--- config.mk ---
export PLATFORM = sky130hd
export DESIGN_NAME = mem_arbiter_flat
export DESIGN_NICKNAME = d
export VERILOG_FILES = /design/src/rtl/mem_arbiter_if.sv /design/src/rtl/mem_arbiter.sv /design/src/flat_wrapper.sv
export SDC_FILE = /design/constraint.sdc
export NUM_CORES = 1
export LEC_CHECK = 0
export CORE_MARGIN = 2
export CORE_UTILIZATION = 52
export CTS_CLUSTER_SIZE = 10
export DETAILED_ROUTE_END_ITERATION = 10
export PLACE_DENSITY = 0.83
export RECOVER_POWER = 100
export SLEW_MARGIN = 20
export SYNTH_ARGS = -nofsm -noshare
export SYNTH_HDL_FRONTEND = slang
export SYNTH_SLANG_ARGS = --single-unit
--- constraint.sdc ---
create_clock -name clk -period 7.1 [get_ports clk]
set_input_delay 1.065 -clock clk [delete_from_list [all_inputs] [get_ports clk]]
set_output_delay 1.065 -clock clk [all_outputs]
set_load 0.05 [all_outputs]
--- src/rtl/mem_arbiter_if.sv ---
// Bus bundle between the arbiter, its fetch/data requesters and the byte memory.
// Requests are held levels acknowledged by one-cycle done pulses; mem_rdata is combinational from mem_addr.
interface mem_arbiter_if;
   logic        f_req;
   logic [63:0] f_addr;
   logic        f_done;
   logic [63:0] f_rdata;
   logic        f_error;

   logic        d_req;
   logic        d_write;
   logic [63:0] d_addr;
   logic [63:0] d_wdata;
   logic        d_done;
   logic [63:0] d_rdata;
   logic        d_error;

   logic        mem_en;
   logic        mem_we;
   logic [4:0]  mem_addr;
   logic [7:0]  mem_wdata;
   logic [7:0]  mem_rdata;

   logic        busy;

   modport slave (
      input  f_req, f_addr, d_req, d_write, d_addr, d_wdata, mem_rdata,
      output f_done, f_rdata, f_error, d_done, d_rdata, d_error,
             mem_en, mem_we, mem_addr, mem_wdata, busy
   );

   modport master (
      output f_req, f_addr, d_req, d_write, d_addr, d_wdata, mem_rdata,
      input  f_done, f_rdata, f_error, d_done, d_rdata, d_error,
             mem_en, mem_we, mem_addr, mem_wdata, busy
   );
endinterface

--- src/rtl/mem_arbiter.sv ---
// Round-robin fetch/data arbiter moving 64-bit big-endian words over an 8-bit byte memory.
// Latency: done 9 cycles after grant (1 on illegal address); losers wait as held requests until the next grant.
module mem_arbiter #(
   parameter int          MEM_BYTES = 26,
   parameter logic [63:0] MAX_ADDR  = 64'd17
) (
   input logic         clk,
   input logic         rst_n,
   mem_arbiter_if.slave bus
);
   localparam int AW = $clog2(MEM_BYTES);

   typedef enum logic [1:0] {IDLE, XFER, RESP} state_t;

   state_t        state_q, state_d;
   logic [2:0]    k_q, k_d;
   logic          last_d_q, last_d_d;
   logic          gnt_d_q, gnt_d_d;
   logic          we_q, we_d;
   logic          err_q, err_d;
   logic [AW-1:0] addr_q, addr_d;
   logic [63:0]   wdata_q, wdata_d;
   logic [63:0]   rd_q, rd_d;
   logic [63:0]   f_rdata_q, f_rdata_d;
   logic [63:0]   d_rdata_q, d_rdata_d;

   logic          pick_d;
   logic [63:0]   sel_addr;
   logic [5:0]    bsel;
   logic          mem_en, mem_we, f_done, d_done, f_error, d_error;

   // Byte k sits at bit offset 8*(7-k); for a 3-bit k that is just ~k shifted by 3.
   assign bsel = {~k_q, 3'b000};

   always_comb begin
      state_d   = state_q;
      k_d       = k_q;
      last_d_d  = last_d_q;
      gnt_d_d   = gnt_d_q;
      we_d      = we_q;
      err_d     = err_q;
      addr_d    = addr_q;
      wdata_d   = wdata_q;
      rd_d      = rd_q;
      f_rdata_d = f_rdata_q;
      d_rdata_d = d_rdata_q;
      mem_en    = 1'b0;
      mem_we    = 1'b0;
      f_done    = 1'b0;
      d_done    = 1'b0;
      f_error   = 1'b0;
      d_error   = 1'b0;
      pick_d    = bus.d_req && (!bus.f_req || !last_d_q);
      sel_addr  = pick_d ? bus.d_addr : bus.f_addr;

      case (state_q)
         IDLE: begin
            if (bus.f_req || bus.d_req) begin
               gnt_d_d  = pick_d;
               last_d_d = pick_d;
               we_d     = pick_d && bus.d_write;
               wdata_d  = bus.d_wdata;
               addr_d   = sel_addr[AW-1:0];
               err_d    = sel_addr > MAX_ADDR;
               k_d      = 3'd0;
               rd_d     = 64'd0;
               state_d  = (sel_addr > MAX_ADDR) ? RESP : XFER;
            end
         end
         XFER: begin
            mem_en = 1'b1;
            mem_we = we_q;
            if (!we_q) begin
               rd_d[bsel +: 8] = bus.mem_rdata;
            end
            k_d = k_q + 3'd1;
            if (k_q == 3'd7) begin
               state_d = RESP;
            end
         end
         RESP: begin
            f_done  = !gnt_d_q;
            d_done  = gnt_d_q;
            f_error = !gnt_d_q && err_q;
            d_error = gnt_d_q && err_q;
            state_d = IDLE;
         end
         default: state_d = IDLE;
      endcase

      // Load the granted port's rdata register on entry to RESP so it is valid with done and holds afterwards.
      if (state_d == RESP && state_q != RESP) begin
         if (gnt_d_d) begin
            d_rdata_d = (err_d || we_d) ? 64'd0 : rd_d;
         end else begin
            f_rdata_d = (err_d || we_d) ? 64'd0 : rd_d;
         end
      end
   end

   always_ff @(posedge clk or negedge rst_n) begin
      if (!rst_n) begin
         state_q   <= IDLE;
         k_q       <= 3'd0;
         last_d_q  <= 1'b0;
         gnt_d_q   <= 1'b0;
         we_q      <= 1'b0;
         err_q     <= 1'b0;
         addr_q    <= '0;
         wdata_q   <= 64'd0;
         rd_q      <= 64'd0;
         f_rdata_q <= 64'd0;
         d_rdata_q <= 64'd0;
      end else begin
         state_q   <= state_d;
         k_q       <= k_d;
         last_d_q  <= last_d_d;
         gnt_d_q   <= gnt_d_d;
         we_q      <= we_d;
         err_q     <= err_d;
         addr_q    <= addr_d;
         wdata_q   <= wdata_d;
         rd_q      <= rd_d;
         f_rdata_q <= f_rdata_d;
         d_rdata_q <= d_rdata_d;
      end
   end

   assign bus.mem_en    = mem_en;
   assign bus.mem_we    = mem_we;
   assign bus.mem_addr  = 5'(addr_q + AW'(k_q));
   assign bus.mem_wdata = wdata_q[bsel +: 8];
   assign bus.f_done    = f_done;
   assign bus.d_done    = d_done;
   assign bus.f_error   = f_error;
   assign bus.d_error   = d_error;
   assign bus.f_rdata   = f_rdata_q;
   assign bus.d_rdata   = d_rdata_q;
   assign bus.busy      = state_q != IDLE;
endmodule

--- src/flat_wrapper.sv ---
// flat-port wrapper written by rule: the top's interface ports become plain ports
module mem_arbiter_flat 
#(
   parameter int          MEM_BYTES = 26,
   parameter logic [63:0] MAX_ADDR  = 64'd17
)
  (clk, rst_n, bus_f_req, bus_f_addr, bus_d_req, bus_d_write, bus_d_addr, bus_d_wdata, bus_mem_rdata, bus_f_done, bus_f_rdata, bus_f_error, bus_d_done, bus_d_rdata, bus_d_error, bus_mem_en, bus_mem_we, bus_mem_addr, bus_mem_wdata, bus_busy);
  mem_arbiter_if bus_i ();
  input logic clk;
  input logic rst_n;
  input wire logic [$bits(bus_i.f_req)-1:0] bus_f_req;
  input wire logic [$bits(bus_i.f_addr)-1:0] bus_f_addr;
  input wire logic [$bits(bus_i.d_req)-1:0] bus_d_req;
  input wire logic [$bits(bus_i.d_write)-1:0] bus_d_write;
  input wire logic [$bits(bus_i.d_addr)-1:0] bus_d_addr;
  input wire logic [$bits(bus_i.d_wdata)-1:0] bus_d_wdata;
  input wire logic [$bits(bus_i.mem_rdata)-1:0] bus_mem_rdata;
  output wire logic [$bits(bus_i.f_done)-1:0] bus_f_done;
  output wire logic [$bits(bus_i.f_rdata)-1:0] bus_f_rdata;
  output wire logic [$bits(bus_i.f_error)-1:0] bus_f_error;
  output wire logic [$bits(bus_i.d_done)-1:0] bus_d_done;
  output wire logic [$bits(bus_i.d_rdata)-1:0] bus_d_rdata;
  output wire logic [$bits(bus_i.d_error)-1:0] bus_d_error;
  output wire logic [$bits(bus_i.mem_en)-1:0] bus_mem_en;
  output wire logic [$bits(bus_i.mem_we)-1:0] bus_mem_we;
  output wire logic [$bits(bus_i.mem_addr)-1:0] bus_mem_addr;
  output wire logic [$bits(bus_i.mem_wdata)-1:0] bus_mem_wdata;
  output wire logic [$bits(bus_i.busy)-1:0] bus_busy;
  assign bus_i.f_req = bus_f_req;
  assign bus_i.f_addr = bus_f_addr;
  assign bus_i.d_req = bus_d_req;
  assign bus_i.d_write = bus_d_write;
  assign bus_i.d_addr = bus_d_addr;
  assign bus_i.d_wdata = bus_d_wdata;
  assign bus_i.mem_rdata = bus_mem_rdata;
  assign bus_f_done = bus_i.f_done;
  assign bus_f_rdata = bus_i.f_rdata;
  assign bus_f_error = bus_i.f_error;
  assign bus_d_done = bus_i.d_done;
  assign bus_d_rdata = bus_i.d_rdata;
  assign bus_d_error = bus_i.d_error;
  assign bus_mem_en = bus_i.mem_en;
  assign bus_mem_we = bus_i.mem_we;
  assign bus_mem_addr = bus_i.mem_addr;
  assign bus_mem_wdata = bus_i.mem_wdata;
  assign bus_busy = bus_i.busy;
  mem_arbiter #(.MEM_BYTES(MEM_BYTES), .MAX_ADDR(MAX_ADDR)) u_core (.clk(clk), .rst_n(rst_n), .bus(bus_i));
endmodule
==> metrics, run 1 <==
Final period util=between 70% and 80%; yosys warns=0; total grt overflow=0; pin count of the biggest net entering global routing=between 150 and 200; CTS tree=built; HPWL Detailed=about 25,000 um; Cells after Synth=1,112; H-tree depth=1; die area=between 20,000 and 30,000 um^2; WL/cell=between 20 and 25 um; RSZ-0062 raised after global routing=false; CTS max path bufs=3; CTS Hold Bufs=0; WP data arrival=about 4.5 ns; post-route ant nets=0; total number of vias=9,848; core region area=23,500 um^2; Pleak=~8.2 nW; DIE HEIGHT=around 160 um; post-synthesis instance area=roughly 12,000 um^2; root cell of the clock tree=clkbuf_16; Overall Global Routing Usage=~29%; Hold Crit Start=u_core.rd_q[5]; final setup fails=0; run status=complete, but fails checks; Clk Latency, worst-skew pair=between 0.5 and 0.6 ns; drt via density=5.59; slew margin rel.=-173%; Crit-path slowest cell=clkbuf_1; register area share after synthesis=a little over half; GPL Wtd Cong=~0.90; WHS Path Cells=2; count of unique library cells instantiated by Yosys=62; first-pass GRT wire length=approximately 56,000 um; IO Count=roughly 350; worst path cell trace=clkbuf_1 > ha_1 > inv_1 > fa_1 > nor2b_1 > o21ai_0 > xnor2_1 > dlygate4sd3_1; fin nets=1,648; row count=56; initial antenna violation count=5; drt drc=0; Worst Max-Slew Pin Slew=4.09 ns; fill count=~1,700; Worst R2R Path Depth=7; clock sink total=270; crit path time final=approximately 5.6 ns; Critical R2R Capture=u_core.bus.f_rdata[9]; Critical R2R Launch=u_core.k_q[1]; Hold EP=u_core.rd_q[5]; number of synthesized flops with an enable pin=0; Top FF cell, synth=dfrtp_1; clock skew=0.00604 ns; violated checks=capacitance limit, slew limit; WHS=roughly 0.46 ns; Final Hold Violating Endpoints=0; f_max=roughly 0.18 GHz; dominant cell type by area after synthesis=dfrtp_1; crit end category=output port; CTS buffer count=31; share of layout cells above drive strength 1=14.8%; WS Path Type=flip-flop to output port; initial DRC count=763; vias in the first global route=10,119; final setup TNS=0 ns; Worst setup SP type=flip-flop; syn nets=approximately 1,300; Req. time, crit path=6.03 ns; CTS clk-pin slew, worst paths=around 0.060 ns; area growth from synthesis to layout=35.8%; synth top area cells=dfrtp_1, mux2_2, nand2_1; Routed WL=between 30,000 and 40,000 um; count of pins over their slew limit=roughly 300; post-CTS sizing=0; drt pass-1 iters=5; total of max-cap violations=7; Max stage delay on crit path=between 1 and 1.5 ns; Hold/Removal Path Class=flip-flop to flip-flop; Initial Utilization=52.8%; reg-to-reg slack, setup=between 1.5 and 2 ns; post-layout utilization of the core=about 70%; Total Power=roughly 3.6 mW; PortBufs=roughly 350; Power Density=around 210 nW/um^2; worst vdd ir=around 0.20 mV; Synth Area per Inst=11.1 um^2; CP Max Fanout=27; Synth top area share=around 55%; Async S/R FF share, synth=100%; chip width=158 um; setup bufs post-CTS=0; Yosys reg bits=between 200 and 300
[power breakdown]
part	internal, mW	switching, mW	total [mW]	leakage [nW]
clock network	0.815	0.567	1.38	0.408
logic	0.235	0.314	0.549	4.17
registers	1.62	0.0476	1.66	3.63
total	2.67	0.929	3.59	8.22
[final cells by class]
type / count / area (um^2) / area share, %
antenna: 2 / 5.00 / 0.0297
clock buffer: 36 / 805 / 4.78
clock inverter: 1 / 30.0 / 0.178
inverter: 32 / 120 / 0.713
multi-input combinational: 740 / 5110 / 30.3
sequential: 270 / 6760 / 40.1
tap: 319 / 399 / 2.37
timing repair buffer: 362 / 3610 / 21.4
[metrics by stage]
stage | std cells | cell area, um^2 | setup slack [ns]
final | 1762 | 16800 | 1.54
after global routing | 1762 | 16800 | 1.13
after floorplan | 1112 | 12400 | 3.57
after CTS | 1759 | 16900 | 2.51
after global placement | 1722 | 16100 | 2.71
after detailed placement | 1722 | 16100 | 2.59
[placed cells by master, fill, tap and decap left out, types with 3 or more instances in the layout]
cell	Yosys	layout
a22oi_1	16	17
clkdlybuf4s50_1	0	203
and2_0	0	17
nand2_1	248	248
clkbuf_16	0	31
and2_1	21	4
a221oi_1	8	8
nor4_1	37	37
a31oi_1	6	6
nand2b_1	5	4
o21ai_1	6	4
buf_4	1	4
nand3_1	9	9
nor4b_1	1	3
nand4_1	9	9
a21oi_1	42	42
mux2i_1	8	8
a21boi_0	24	24
xnor2_1	3	3
or2_2	26	26
o21ai_0	48	49
mux2_1	9	18
dlygate4sd3_1	0	148
nor3_1	6	6
ha_1	5	5
clkbuf_1	36	8
a211oi_1	15	16
inv_1	29	29
mux4_2	16	16
mux2_2	119	117
nor2_1	13	13
dfrtp_1	270	270
[registers in the layout, indices dropped and copies added (netlist names)]
signal,count
u_core.err_q,1
u_core.addr_q,5
u_core.bus.f_rdata,64
u_core.we_q,1
u_core.wdata_q,64
u_core.k_q,3
u_core.rd_q,64
u_core.last_d_q,1
u_core.bus.d_rdata,64
u_core.state_q,2
u_core.gnt_d_q,1
[cell families after synthesis]
| kind of cell | share of synthesized area [%] |
|---|---|
| buffers and inverters | 4.11 |
| adders and majority gates | 0.666 |
| DFF | 54.5 |
| AOI/OAI and AO/OA | 9.82 |
| xor gates and xnor gates | 0.212 |
| and+or+nand+nor | 14.5 |
| muxes | 16.1 |
[layer usage]
layer  GRT usage [%]  part of all wire, %  vias to the layer above
met5               0                 0.12                        -
met4            7.16                  2.4                        6
met3            7.95                  8.3                       62
met2            45.3                   47                      362
met1            40.2                   43                     4893
li1                -                    -                     4525
[synth_stat cells (2+ instances only)]
cell	instances
o41ai_2	2
nor3_1	6
nand4_1	9
xnor2_1	3
nor4_1	37
and2_1	21
mux2i_1	8
inv_2	2
a221oi_1	8
or2_2	26
a31oi_1	6
buf_1	5
o21ai_0	48
a211oi_1	15
ha_1	5
a21o_1	2
nand2b_1	5
mux4_2	16
nand3_1	9
inv_1	29
o22ai_1	2
buf_2	14
o21ai_1	6
a21oi_1	42
a21boi_0	24
mux2_2	119
nor2_1	13
and3_1	2
a22oi_1	16
clkbuf_1	36
mux2_4	8
nand2_1	248
dfrtp_1	270
mux2_1	9
buf_6	14
[worst max-delay path by stage]
| stage | cells past startpoint | end | slack, ns | startpoint |
|---|---|---|---|---|
| after floorplan | 7 | bus_mem_addr[4] | 3.57 | u_core.k_q[1] |
| after global placement | 6 | u_core.bus.f_rdata[54] | 2.71 | bus_f_req |
| after detailed placement | 6 | u_core.bus.f_rdata[46] | 2.59 | bus_f_req |
| after CTS | 6 | bus_mem_addr[4] | 2.51 | u_core.k_q[1] |
| after global routing | 8 | bus_mem_addr[4] | 1.13 | u_core.k_q[0] |
| final | 8 | bus_mem_addr[4] | 1.54 | u_core.k_q[0] |
[critical path, delay by kind of cell (launching register included)]
kind                       cells  cell delay, ns
adders and majority gates      2            0.79
AOI/OAI and AO/OA              1            0.10
buffers and inverters          3            2.42
and+or+nand+nor                1            0.12
xor gates and xnor gates       1            0.14
DFF                            1            0.35
No activity file was read; power rests on OpenSTA's default activity.
==> run 2: changes to the inputs <==
--- a/config.mk
+++ b/config.mk
@@ -6,10 +6,10 @@
 export NUM_CORES = 1
 export LEC_CHECK = 0
 export CORE_MARGIN = 2
-export CORE_UTILIZATION = 52
+export CORE_UTILIZATION = 48
 export CTS_CLUSTER_SIZE = 10
 export DETAILED_ROUTE_END_ITERATION = 10
-export PLACE_DENSITY = 0.83
+export PLACE_DENSITY = 0.77
 export RECOVER_POWER = 100
 export SLEW_MARGIN = 20
 export SYNTH_ARGS = -nofsm -noshare
==> constraint.sdc (replaced) <==
create_clock -name clk -period 5.5 [get_ports clk]
set_input_delay 0.825 -clock clk [delete_from_list [all_inputs] [get_ports clk]]
set_output_delay 0.825 -clock clk [all_outputs]
set_load 0.05 [all_outputs]
==> run 2 against run 1 <==
Net effect:
- the run still ends with capacitance limit, slew limit left
- global-route usage fell by 0.78 points
- worst hold slack improved by 0.0030 ns
- largest power group unchanged
- largest cell class unchanged
- clock power rose by 30%
- core utilization fell by 5.0 points
- wire length rose by 4.8%
- critical endpoint unchanged
- highest routed layer unchanged
- final cell count rose by 0.96%
- flip-flop and latch count did not move
- critical path depth fell by 2
==> metrics, run 2 (synthesis results as in run 1) <==
Final Hold Violating Endpoints=0; clock sink total=270; CP Max Fanout=21; Pleak=between 8 and 9 nW; fill count=1,951; Req. time, crit path=around 4.7 ns; RSZ-0062 raised after global routing=false; Routed WL=37,800 um; pin count of the biggest net entering global routing=116; first-pass GRT wire length=58,700 um; CTS Hold Bufs=0; most common cell after layout, fill and taps aside=dfrtp_1; final setup fails=0; post-route ant nets=0; final setup TNS=0 ns; GPL Wtd Cong=approximately 0.88; H-tree depth=1; Worst Max-Slew Pin Slew=2.64 ns; total of max-cap violations=4; run status=complete, but fails checks; Worst setup SP type=flip-flop; count of pins over their slew limit=~300; total number of vias=9,932; row count=58; Power Density=approximately 280 nW/um^2; HPWL Detailed=approximately 26,000 um; die area=between 20,000 and 30,000 um^2; clock skew=around 0.015 ns; IO Count=353; drt via density=about 5.6; placed cells=approximately 1,700; crit path time final=4.48 ns; WS Path Type=flip-flop to output port; CTS clk-pin slew, worst paths=around 0.05 ns; chip width=between 150 and 200 um; post-CTS sizing=0; initial antenna violation count=5; fin nets=~1,700; DIE HEIGHT=between 150 and 200 um; setup bufs post-CTS=0; crit path launch=u_core.k_q[1]; Finished Layout Cells=~1,800; share of layout cells above drive strength 1=between 10% and 20%; worst vdd ir=approximately 0.27 mV; Clk Latency, worst-skew pair=between 0.5 and 0.6 ns; Overall Global Routing Usage=between 20 and 30%; CTS buffer count=31; crit end category=output port; WL/cell=21.3 um; most frequent cells in the layout=dfrtp_1, nand2_1, clkdlybuf4s50_1; Critical R2R Launch=u_core.k_q[1]; Initial Utilization=between 40% and 50%; CTS tree=built; WP data arrival=3.65 ns; root cell of the clock tree=clkbuf_16; drt pass-1 iters=5; violated checks=capacitance limit, slew limit; total grt overflow=0; f_max=~0.22 GHz; PortBufs=roughly 350; core region area=approximately 25,000 um^2; slew margin rel.=-75.9%; Hold Crit Start=u_core.rd_q[1]; Hold/Removal Path Class=flip-flop to flip-flop; CTS max path bufs=3; Final period util=81.4%; initial DRC count=about 800; area growth from synthesis to layout=36.0%; drt drc=0; WHS=about 0.46 ns; vias in the first global route=between 10,000 and 15,000
[run 2: cell types whose count changed in the layout (fill, tap and decap cells not counted), sizes merged]
cell,previous run,this run
diode,2,4
inv,31,32
buf,6,7
clkbuf,41,43
[run 2: final cells by class]
| cell class | count | area [um^2] | share of cell area (%) |
|---|---|---|---|
| sequential | 270 | 6760 | 40.1 |
| antenna | 4 | 10.0 | 0.0594 |
| inverter | 32 | 120 | 0.712 |
| multi-input combinational | 740 | 5100 | 30.3 |
| timing repair buffer | 365 | 3610 | 21.4 |
| tap | 330 | 413 | 2.45 |
| clock buffer | 36 | 805 | 4.77 |
| clock inverter | 2 | 38.8 | 0.230 |
[run 2: routing by layer]
| metal | track usage (%) | share of wire, % | vias to the layer above |
|---|---|---|---|
| met5 | 0 | 0.034 | - |
| met1 | 40.0 | 44 | 4987 |
| met2 | 43.0 | 46 | 356 |
| met3 | 7.81 | 8.6 | 56 |
| li1 | - | - | 4531 |
| met4 | 6.68 | 2.0 | 2 |
[run 2: critical path, stage by stage, from the launching register on]
cell and delay, ns:
dfrtp_1 0.98, inv_1 0.21, fa_1 0.48, nor2b_1 0.12, o21ai_0 0.10, xnor2_1 0.31
dlygate4sd3_1 0.93
[run 2: report_power, final]
group | internal [mW] | switching [mW] | total (mW) | leakage (nW)
Combinational | 0.300 | 0.417 | 0.717 | 4.19
Sequential | 2.09 | 0.0605 | 2.15 | 3.63
Clock | 1.06 | 0.739 | 1.80 | 0.413
Total | 3.44 | 1.22 | 4.66 | 8.24
[run 2: worst paths after layout]
path	end	slack [ns]	cells after the start
worst max-delay path	bus_mem_addr[4]	1.02	6
worst min-delay path	u_core.rd_q[1]	0.46	2
worst min register to register	u_core.rd_q[1]	0.46	2
max in group asynchronous	u_core.wdata_q[40]	1.59	2
min in group asynchronous	u_core.bus.f_rdata[59]	1.06	1
worst max register to register	u_core.bus.d_rdata[9]	1.12	8
[run 2: metrics by stage]
step / util [%] / total power, mW / setup slack [ns] / cell area [um^2]
after detailed placement: 63.9 / 2.91 / 1.26 / 16100
after global routing: 66.7 / 4.84 / 0.762 / 16900
final: 66.8 / 4.66 / 1.02 / 16900
after floorplan: - / 2.56 / 2.21 / 12400
after global placement: 63.8 / 2.89 / 1.43 / 16100
after CTS: 67.2 / 4.70 / 1.01 / 17000
==> run 3: changes to the inputs <==
==> constraint.sdc (replaced) <==
create_clock -name clk -period 4.5 [get_ports clk]
set_input_delay 0.675 -clock clk [delete_from_list [all_inputs] [get_ports clk]]
set_output_delay 0.675 -clock clk [all_outputs]
set_load 0.05 [all_outputs]
==> run 3 against run 2 <==
Net effect:
- the flow still finishes with violations (capacitance limit, slew limit)
- final cell count increased by 0.11%
- via count increased by 0.46%
- setup slack got worse by 0.56 ns
- wire length decreased by 1.1%
==> metrics, run 3 (synthesis results as in run 1) <==
register area=around 6800 um^2; pin count of the biggest net entering global routing=roughly 140; area growth from synthesis to layout=36.2%; setup bufs post-CTS=0; share of layout cells above drive strength 1=between 10% and 20%; WS Path Type=flip-flop to output port; HPWL Detailed=around 27,000 um; Power Density=331 nW/um^2; Initial Utilization=around half; GPL Wtd Cong=0.914; drt pass-1 iters=5; Critical R2R Launch=u_core.k_q[1]; CTS max path bufs=3; worst vdd ir=~0.27 mV; footprint of the multi-input gates=approximately 5000 um^2; Routed WL=around 37,000 um; total grt overflow=0; Pleak=just over 8 nW; Clk Latency, worst-skew pair=0.54 ns; crit path time final=between 4 and 5 ns; post-layout utilization of the core=~67%; H-tree depth=1; Hold/Removal Path Class=flip-flop to flip-flop; count of pins over their slew limit=a little over 60; crit end category=output port; fin nets=between 1,500 and 2,000; CTS tree=built; CP Max Fanout=17; PortBufs=352; total number of vias=about 10,000; chip width=approximately 160 um; Worst setup SP type=flip-flop; RSZ-0062 raised after global routing=false; initial antenna violation count=5; clock sink total=between 200 and 300; Worst Max-Slew Pin Slew=around 3.3 ns; Worst R2R Path Depth=9; WP data arrival=3.36 ns; reg-to-reg slack, setup=approximately 0.56 ns; slew margin rel.=-120%; most frequent cells in the layout=dfrtp_1, nand2_1, clkdlybuf4s50_1; clock skew=between 0.007 and 0.008 ns; Final period util=between 80% and 90%; IO Count=around 350; root cell of the clock tree=clkbuf_16; Overall Global Routing Usage=27.8%; CTS buffer count=31; total of max-cap violations=1; most common cell after layout, fill and taps aside=dfrtp_1; core region area=25,300 um^2; run status=complete, but fails checks; post-route ant nets=0; final setup TNS=0 ns; violated checks=capacitance limit, slew limit; DIE HEIGHT=~160 um; die area=27,100 um^2; initial DRC count=approximately 960; CP endpoint=bus_mem_addr[2]; Area after DPL=~16,000 um^2; CTS Hold Bufs=0; post-CTS sizing=0; CTS clk-pin slew, worst paths=~0.05 ns; row count=just under 60; setup ws final=0.460 ns; Post-Place Setup Slack=0.767 ns; Critical R2R Capture=u_core.bus.f_rdata[31]; first-pass GRT wire length=a little under 60,000 um; WL/cell=between 20 and 25 um; drt drc=0; Req. time, crit path=between 3 and 4 ns; WHS=approximately 0.46 ns; fill count=1,932; drt via density=around 5.6; Final Hold Violating Endpoints=0; Final Cell Area=about 17,000 um^2; final setup fails=0; vias in the first global route=around 10,000; f_max=around 0.25 GHz; crit path launch=u_core.k_q[0]
run 3: changes by cell type in the layout (fill, tap and decap cells not counted), moves of 2 or more:
cell	delta
buf_12	+2
clkbuf_1	+2
mux2_1	-2
mux2_2	+2
run 3: where the power goes:
part,switching [mW],internal [mW],total [mW]
sequential,0.0743,2.55,2.62
clock,0.880,1.21,2.09
combinational,0.506,0.372,0.878
run 3: critical path, stage by stage (launching register included):
cell	delay [ns]
dfrtp_1	0.57
buf_4	0.42
ha_1	0.25
inv_1	0.06
fa_1	0.40
xnor2_1	0.16
dlygate4sd3_1	0.96
run 3: area by class of cell:
class	count	area share [%]
Inverter	32	0.711
Clock buffer	34	4.66
Tap cell	330	2.44
Antenna cell	5	0.0741
Timing Repair Buffer	369	21.8
Multi-Input combinational cell	740	30.3
Sequential cell	270	40.0
Clock inverter	1	0.0519
run 3: metal layers:
layer	vias up	wire length (um)	part of all wire [%]	track usage, %
li1	4538	-	-	-
met1	5045	16600	44	39.6
met2	332	17000	45	42.7
met3	61	2960	7.9	7.41
met4	2	796	2.1	6.76
met5	-	13	0.035	0
run 3: worst min-delay path by stage:
stage | slack [ns] | cells past startpoint | startpoint | endpoint
after floorplan | 0.38 | 0 | rst_n | u_core.addr_q[0]
after global placement | 0.45 | 2 | u_core.rd_q[7] | u_core.rd_q[7]
after detailed placement | 0.45 | 2 | u_core.rd_q[2] | u_core.rd_q[2]
after CTS | 0.33 | 1 | rst_n | u_core.bus.f_rdata[60]
after global routing | 0.48 | 2 | u_core.wdata_q[47] | u_core.wdata_q[47]
final | 0.46 | 2 | u_core.rd_q[5] | u_core.rd_q[5]
run 3: through the flow:
step | instances | total power [mW]
detailed placement | 1740 | 3.55
finish | 1781 | 5.59
global route | 1780 | 5.80
global placement | 1740 | 3.53
floorplan | 1112 | 3.13
CTS | 1775 | 5.64
